`src/rtl/matrix_link_rx.sv`:
```
// Loopback receiver for the LED-matrix link: oversamples the multi-lane SPI bus and the
// 595-style column bus in the clk domain and rebuilds the data words and latched column word.
module matrix_link_rx #(
  parameter int unsigned CHANNEL_NUMBER = 3,
  parameter int unsigned SPI_SIZE       = 8,
  parameter int unsigned MSB_FIRST      = 1,
  parameter int unsigned COLUMNS        = 16,
  parameter int unsigned TIMEOUT        = 64
) (
  input  logic                               clk,
  input  logic                               rst,
  input  logic                               spi_clk_in,
  input  logic [CHANNEL_NUMBER-1:0]          spi_mosi_in,
  input  logic                               ser_clk_in,
  input  logic                               ser_data_in,
  input  logic                               ser_stcp_in,
  input  logic                               ser_n_enable_in,
  output logic [CHANNEL_NUMBER*SPI_SIZE-1:0] data_out,
  output logic                               data_valid,
  output logic                               frame_error,
  output logic [COLUMNS-1:0]                 col_latch,
  output logic                               col_valid,
  output logic [$clog2(COLUMNS)-1:0]         col_index,
  output logic                               col_onehot_ok,
  output logic                               outputs_enabled
);

  localparam int unsigned BitW  = $clog2(SPI_SIZE);
  localparam int unsigned CntW  = $clog2(TIMEOUT + 1);
  localparam int unsigned IdxW  = $clog2(COLUMNS);
  localparam int unsigned WordW = CHANNEL_NUMBER * SPI_SIZE;

  typedef enum logic {StIdle, StShift} spi_state_e;

  logic                      spi_clk_s1, spi_clk_s2, spi_clk_s3;
  logic [CHANNEL_NUMBER-1:0] mosi_s1, mosi_s2;
  logic                      ser_clk_s1, ser_clk_s2, ser_clk_s3;
  logic                      ser_data_s1, ser_data_s2;
  logic                      stcp_s1, stcp_s2, stcp_s3;
  logic                      n_en_s1, n_en_s2;

  logic spi_rise, ser_rise, stcp_rise;

  spi_state_e      state_q, state_d;
  logic [BitW-1:0] bit_cnt_q;
  logic [CntW-1:0] idle_cnt_q;
  logic [WordW-1:0] sr_q, sr_d;
  logic            word_done_q;
  logic            last_bit, timeout_hit, word_end, abort;

  logic [COLUMNS-1:0] col_sr_q;
  logic [IdxW-1:0]    idx_d;
  logic               onehot_d;

  // Synchronizers; the enable chain resets to the inactive (high) level.
  always_ff @(posedge clk) begin
    if (rst) begin
      spi_clk_s1  <= 1'b0;
      spi_clk_s2  <= 1'b0;
      spi_clk_s3  <= 1'b0;
      mosi_s1     <= '0;
      mosi_s2     <= '0;
      ser_clk_s1  <= 1'b0;
      ser_clk_s2  <= 1'b0;
      ser_clk_s3  <= 1'b0;
      ser_data_s1 <= 1'b0;
      ser_data_s2 <= 1'b0;
      stcp_s1     <= 1'b0;
      stcp_s2     <= 1'b0;
      stcp_s3     <= 1'b0;
      n_en_s1     <= 1'b1;
      n_en_s2     <= 1'b1;
    end else begin
      spi_clk_s1  <= spi_clk_in;
      spi_clk_s2  <= spi_clk_s1;
      spi_clk_s3  <= spi_clk_s2;
      mosi_s1     <= spi_mosi_in;
      mosi_s2     <= mosi_s1;
      ser_clk_s1  <= ser_clk_in;
      ser_clk_s2  <= ser_clk_s1;
      ser_clk_s3  <= ser_clk_s2;
      ser_data_s1 <= ser_data_in;
      ser_data_s2 <= ser_data_s1;
      stcp_s1     <= ser_stcp_in;
      stcp_s2     <= stcp_s1;
      stcp_s3     <= stcp_s2;
      n_en_s1     <= ser_n_enable_in;
      n_en_s2     <= n_en_s1;
    end
  end

  assign spi_rise  = spi_clk_s2 & ~spi_clk_s3;
  assign ser_rise  = ser_clk_s2 & ~ser_clk_s3;
  assign stcp_rise = stcp_s2 & ~stcp_s3;

  assign outputs_enabled = ~n_en_s2;

  assign last_bit    = (bit_cnt_q == BitW'(SPI_SIZE - 1));
  assign timeout_hit = (idle_cnt_q == CntW'(TIMEOUT - 1));

  always_ff @(posedge clk) begin
    if (rst) state_q <= StIdle;
    else     state_q <= state_d;
  end

  always_comb begin
    state_d = state_q;
    unique case (state_q)
      StIdle:  if (spi_rise) state_d = StShift;
      StShift: begin
        if (spi_rise) begin
          if (last_bit) state_d = StIdle;
        end else if (timeout_hit) begin
          state_d = StIdle;
        end
      end
      default: state_d = StIdle;
    endcase
  end

  // A rise coinciding with the timeout wins, so abort requires no rise.
  always_comb begin
    word_end = (state_q == StShift) && spi_rise && last_bit;
    abort    = (state_q == StShift) && !spi_rise && timeout_hit;
  end

  always_comb begin
    sr_d = sr_q;
    for (int i = 0; i < CHANNEL_NUMBER; i++) begin
      if (MSB_FIRST != 0) begin
        sr_d[i*SPI_SIZE +: SPI_SIZE] = {sr_q[i*SPI_SIZE +: SPI_SIZE-1], mosi_s2[i]};
      end else begin
        sr_d[i*SPI_SIZE +: SPI_SIZE] = {mosi_s2[i], sr_q[i*SPI_SIZE+1 +: SPI_SIZE-1]};
      end
    end
  end

  always_ff @(posedge clk) begin
    if (rst) begin
      bit_cnt_q   <= '0;
      idle_cnt_q  <= '0;
      sr_q        <= '0;
      word_done_q <= 1'b0;
      data_out    <= '0;
      data_valid  <= 1'b0;
      frame_error <= 1'b0;
    end else begin
      word_done_q <= word_end;
      data_valid  <= word_done_q;
      frame_error <= abort;
      if (word_done_q) data_out <= sr_q;
      if (spi_rise) begin
        idle_cnt_q <= '0;
      end else if (idle_cnt_q != CntW'(TIMEOUT)) begin
        idle_cnt_q <= idle_cnt_q + CntW'(1);
      end
      if (spi_rise) begin
        sr_q      <= sr_d;
        bit_cnt_q <= word_end ? '0 : bit_cnt_q + BitW'(1);
      end else if (abort) begin
        bit_cnt_q <= '0;
      end
    end
  end

  always_comb begin
    idx_d = '0;
    for (int i = COLUMNS - 1; i >= 0; i--) begin
      if (col_latch[i]) idx_d = IdxW'(i);
    end
    onehot_d = (col_latch != '0) && ((col_latch & (col_latch - COLUMNS'(1))) == '0);
  end

  // Latch reads the pre-shift register when shift and store clocks rise together.
  always_ff @(posedge clk) begin
    if (rst) begin
      col_sr_q      <= '0;
      col_latch     <= '0;
      col_valid     <= 1'b0;
      col_index     <= '0;
      col_onehot_ok <= 1'b0;
    end else begin
      if (ser_rise)  col_sr_q  <= {col_sr_q[COLUMNS-2:0], ser_data_s2};
      if (stcp_rise) col_latch <= col_sr_q;
      col_valid     <= stcp_rise;
      col_index     <= idx_d;
      col_onehot_ok <= onehot_d;
    end
  end

endmodule
```
`config.mk`:
```
export PLATFORM = sky130hd
export DESIGN_NAME = matrix_link_rx
export DESIGN_NICKNAME = d
export VERILOG_FILES = /design/src/rtl/matrix_link_rx.sv
export SDC_FILE = /design/constraint.sdc
export NUM_CORES = 1
export LEC_CHECK = 0
export ABC_AREA = 1
export CORE_AREA = 5 5 114 116
export CTS_CLUSTER_DIAMETER = 120
export DETAILED_ROUTE_END_ITERATION = 12
export DIE_AREA = 0 0 119 121
export GPL_ROUTABILITY_DRIVEN = 0
export SLEW_MARGIN = 20
export SYNTH_ARGS = -nofsm -noshare
export SYNTH_HDL_FRONTEND = slang
export SYNTH_SLANG_ARGS = --single-unit
export TNS_END_PERCENT = 50
```
`constraint.sdc`:
```
create_clock -name clk -period 1.47 [get_ports clk]
set_clock_uncertainty 0.05 [all_clocks]
set_input_delay 0.3675 -clock clk [delete_from_list [all_inputs] [get_ports clk]]
set_output_delay 0.3675 -clock clk [all_outputs]
set_load 0.05 [all_outputs]
```
After elaboration in Yosys (flattened, before gate mapping)
Cells that the tools add are included.
{"block": "op_classes", "n_addsub": 3, "n_mul": 0, "div": 0, "n_lt_le_gt_ge": 0, "eq_ne": 3, "shift": 0, "n_mux": 23, "bitwise": 9, "reduce_logical": 14}
{"cell": "$mux 4", "n": 8}
{"cell": "$mux 3", "n": 7}
{"cell": "$and 16x16->16", "n": 1}
{"cell": "$logic_not 16->1", "n": 1}
{"cell": "$reduce_bool 16->1", "n": 1}
{"cell": "$sub 16x1->16 const B", "n": 1}
{"cell": "$reduce_or 9->1", "n": 1}
{"cell": "$add 7x1->7 const B", "n": 1}
{"cell": "$eq 7x6->1 const B", "n": 1}
{"cell": "$ne 7x7->1 const B", "n": 1}
{"cell": "$logic_and 1x1->1", "n": 5}
{"cell": "$mux 1", "n": 5}
{"cell": "$not 1->1", "n": 5}
{"cell": "$reduce_or 5->1", "n": 1}
{"cell": "$mux 2", "n": 2}
{"cell": "$reduce_or 2->1", "n": 2}
{"cell": "$add 3x1->3 const B", "n": 1}
{"cell": "$and 1x1->1", "n": 3}
{"cell": "$eq 3x3->1 const B", "n": 1}
{"cell": "$reduce_or 3->1", "n": 1}
{"cell": "$pmux 1 s2", "n": 1}
{"cell": "$reduce_bool 2->1", "n": 1}
{"cell": "$logic_not 1->1", "n": 1}
{"block": "totals", "regBits": 119, "latch_bits": 0, "ram_bits": 0, "rom_bits": 0, "input_bits": 10, "out_inout_bits": 49, "wordCells": 83, "n_memories": 0}

Logic depth before layout (Yosys ltp)
Gate-level depths: netlist of run 1.
{"block": "depth", "word_depth": 15, "depth_mapped": 15, "depth_no_buf": 15}

Least setup slack after synthesis of run 1
No wires, ideal clock.
{"block": "synth_path", "path_type": "register -> register", "startpoint": "register col_latch[14]", "endpoint": "register col_index[0]", "setup_time_ps": 118, "arrival_ps": 1381, "t_required_ps": 1302, "slack_ps": -79, "stages_incl_launch_ff": 16, "n_path_buf": 0, "period_less_slack_ps": 1549, "path_cell_list": "dfxtp_1 > inv_2 > nand2_1 > nand2_1 > nand2_1 > nand2_1 > nand2_1 > nand2_1 > nand2_1 > nand2_1 > nand2_1 > nand2_1 > nand2_1 > nand2_1 > nand2_1 > a21oi_1"}
{"block": "synth_via", "elab_chain_cells": 14}
{"element": "from (decl)", "line": "21", "rtl": "output logic [COLUMNS-1:0] col_latch,"}
{"element": "from (signal assigned)", "line": "184", "rtl": "if (stcp_rise) col_latch <= col_sr_q;"}
{"element": "$mux 4 (7 in a row)", "line": "169", "rtl": "if (col_latch[i]) idx_d = IdxW'(i);"}
{"element": "$mux 3 (4 in a row)", "line": "169"}
{"element": "$mux 2 (2 in a row)", "line": "169"}
{"element": "$mux 1", "line": "169"}
{"element": "to (signal assigned)", "line": "186", "rtl": "col_index <= idx_d;"}
{"element": "to (decl)", "line": "23", "rtl": "output logic [$clog2(COLUMNS)-1:0] col_index,"}
No other way between the ends.
A chain may end at the register's enable or synchronous reset.

Worst setup path after layout of run 1
{"block": "layout_path", "startpoint": "register col_latch[1]", "endpoint": "output col_latch[1]"}
No word-level cell between the ends.

==> impl_metrics.toml, run 1 <==
[logic_synthesis]
synth_ff_type = "dfxtp_1"
yosys-top-cells-area = "dfxtp_1, nor2_1, o21ai_0"
synth.distinct_cells = 29
ys_ff_latch = 119
yosysMostFrequentCell = "nor2_1"
synth_largest_area_cell = "dfxtp_1"
synth.avg_cell_area_um2 = 7.999
synthCells = 532
ys_warn_count = 0
syn-num-nets = 546
yosysSeqAreaShare = 0.5598
syn-cell-area_um2 = 4255
synth_common_cells = "nor2_1, dfxtp_1, o21ai_0"
yosysTopAreaCellShare = 0.5598
synth-edff-count = 0
async_reset_ff_frac = 0

[sta]
fin_setup_tns_ns = 0
clock.fmax_mhz = 683.5
worst_pin_slew_ns = 0.4651
hold_viol_final = 0
fin_crit_sh = 0.9953
final_max_slew_viol_count = 0
max_slew_margin = 0.6895
setup_viol = 0
period_minus_slack_ns = 1.463
rsz0062_at_grt = "true"
worst_hold_slack_ns = 0.3515

[setup_path]
critPathArrivalTime_ns = 1.05
cp_data_required_time_ns = 1.05
worstPathMaxFanout = 3
ff2ff_path_depth = 10
end_kind = "primary output"
worstSetupPathType = "register to primary output"
crit_path_start_kind = "register"

[floorplanning]
die_y_um = 121
design.core.area_um2 = 11810
die_w_um = 119
io-pin-count = 59
fp-row-count = 40
dieArea_um2 = 14400
start_util = 0.3603

[routing]
vias_per_cell = 4.654
firstDrtPassIters = 4
ant_nets = 0
num_vias = 3579
drtIter0Drc = 162
wl_per_cell_um = 12.37
drc = 0
wirelength_um = 9515

[clocking]
h-tree-depth = 4
insertion_delay_ns = 0.41
clkTransAtPathRegs_ns = 0.05
cts_tree = "done"
cts_hold_buf = 0
cts_buffer_depth = 2
clock-sinks = 119
clock-root-buffer = "clkbuf_16"
cts_buffers = 17

[grt]
grt_pass1_wl_um = 15680
grt_pass1_vias = 3359
track_usage = 0.1370
grt_max_degree = 34
grt_overflow = 0
antenna_found_initial = 0

[worst_hold_path]
hold_path_class = "register to register"
worstHoldPathCells = 2

[place]
dp_hpwl_um = 6684
port_buffers = 58

[cells_and_area]
nFillCells = 1043
fin_util = 0.5397
syn_to_final_growth_pct = 49.81
diodes = 0
nNetsFinal = 624
drive_gt1_frac = 0.2572

[power_and_ir_drop]
power_w = 0.008495
power.leakage_nw = 2.768
p_per_area_nw_per_um2 = 1333
vdd_ir_drop_max_uv = 664.5

[flow_run]
drv_cap = 0

[status]
status = "finished clean"
==> power breakdown <==
part           switching [W]  total, W  internal [W]
Combinational       0.000470  0.000835      0.000364
Sequential         0.0000950   0.00345       0.00335
Clock                0.00136   0.00421       0.00285
Total                0.00193   0.00850       0.00657
==> state kept, by name, summed over array words and instances, names as in the netlist, 3 cells and up <==
signal and flops:
col_latch 16, sr_q 24, mosi_s1 3, mosi_s2 3
idle_cnt_q 7, data_out 24, col_index 4, bit_cnt_q 3
col_sr_q 16
==> final cells by class <==
class | count | area, µm² | share of cell area
clock buffers | 21 | 450.4 | 0.07066
inverters | 61 | 231.5 | 0.03631
well taps | 147 | 183.9 | 0.02885
repair buffers | 84 | 1314 | 0.2061
multi-input cells | 327 | 1634 | 0.2563
clock inverters | 10 | 152.6 | 0.02394
flip-flops and latches | 119 | 2409 | 0.3778
==> final timing paths <==
check | from | to | slack [ns]
max | col_latch[1] | col_latch[1] | 0.007
min | spi_clk_s1 | spi_clk_s2 | 0.35
max reg2reg | idle_cnt_q[1] | bit_cnt_q[1] | 0.03
min reg2reg | spi_clk_s1 | spi_clk_s2 | 0.35
==> logic make-up (layout without fill, tap and decap cells) <==
family                     after synthesis  in the layout  synth area share
adders and majority gates                4              4           0.01176
DFF                                    119            119            0.5598
buffers and inverters                   86            176           0.07674
and+or+nand+nor                        188            188            0.1867
AOI/OAI and AO/OA                      133            133            0.1608
xor gates and xnor gates                 2              2          0.004117
==> metrics by stage <==
stage	std cells	setup slack (ns)	area, µm²
after detailed placement	736	-0.3517	5624
after CTS	767	0.001169	6236
after floorplan	532	-0.007050	4262
final	769	0.006890	6375
after global routing	769	-0.04665	6375
after global placement	736	-0.2575	5624
==> critical path, stage by stage (launching register included) <==
cell and delay (ns):
dfxtp_2 0.36, buf_4 0.14, buf_12 0.13
==> cell usage in the layout (no fill, tap or decap), types with 3 or more instances in the layout <==
cell	instances
a21oi_1	36
o21ai_1	23
clkbuf_1	3
inv_2	13
o22ai_1	8
nor3_1	3
nor2_2	4
nand2_2	5
nand3_1	5
bufinv_16	4
nor2_1	121
clkdlybuf4s50_1	9
nor2_4	6
dfxtp_1	102
clkbuf_16	17
buf_4	18
dfxtp_2	15
nand2_1	33
clkinv_2	5
o21ai_0	61
buf_12	51
inv_1	46
buf_6	6
==> what timing repair did <==
| action | in CTS | in global routing |
|---|---|---|
| resized for setup | 6 | 38 |
| setup buffers | 0 | 2 |
| endpoints found under the hold margin | 0 | 0 |
| setup endpoints to repair | 6 | 17 |
| pin swaps | 1 | 10 |
==> metal layers <==
metal / track usage / vias to the layer above / part of all wire
li1: - / 1860 / -
met1: 0.1758 / 1635 / 0.48
met2: 0.2095 / 72 / 0.46
met3: 0.04569 / 12 / 0.046
met4: 0.06083 / 0 / 0.015
met5: 0 / - / 0
(Power assumes the default switching activity.)
==> inputs of run 2 (changes only) <==
CTS_CLUSTER_SIZE = 10   (was not set)
==> results of run 2 <==
The final DEF is identical to that of run 1; final timing and power are the same.
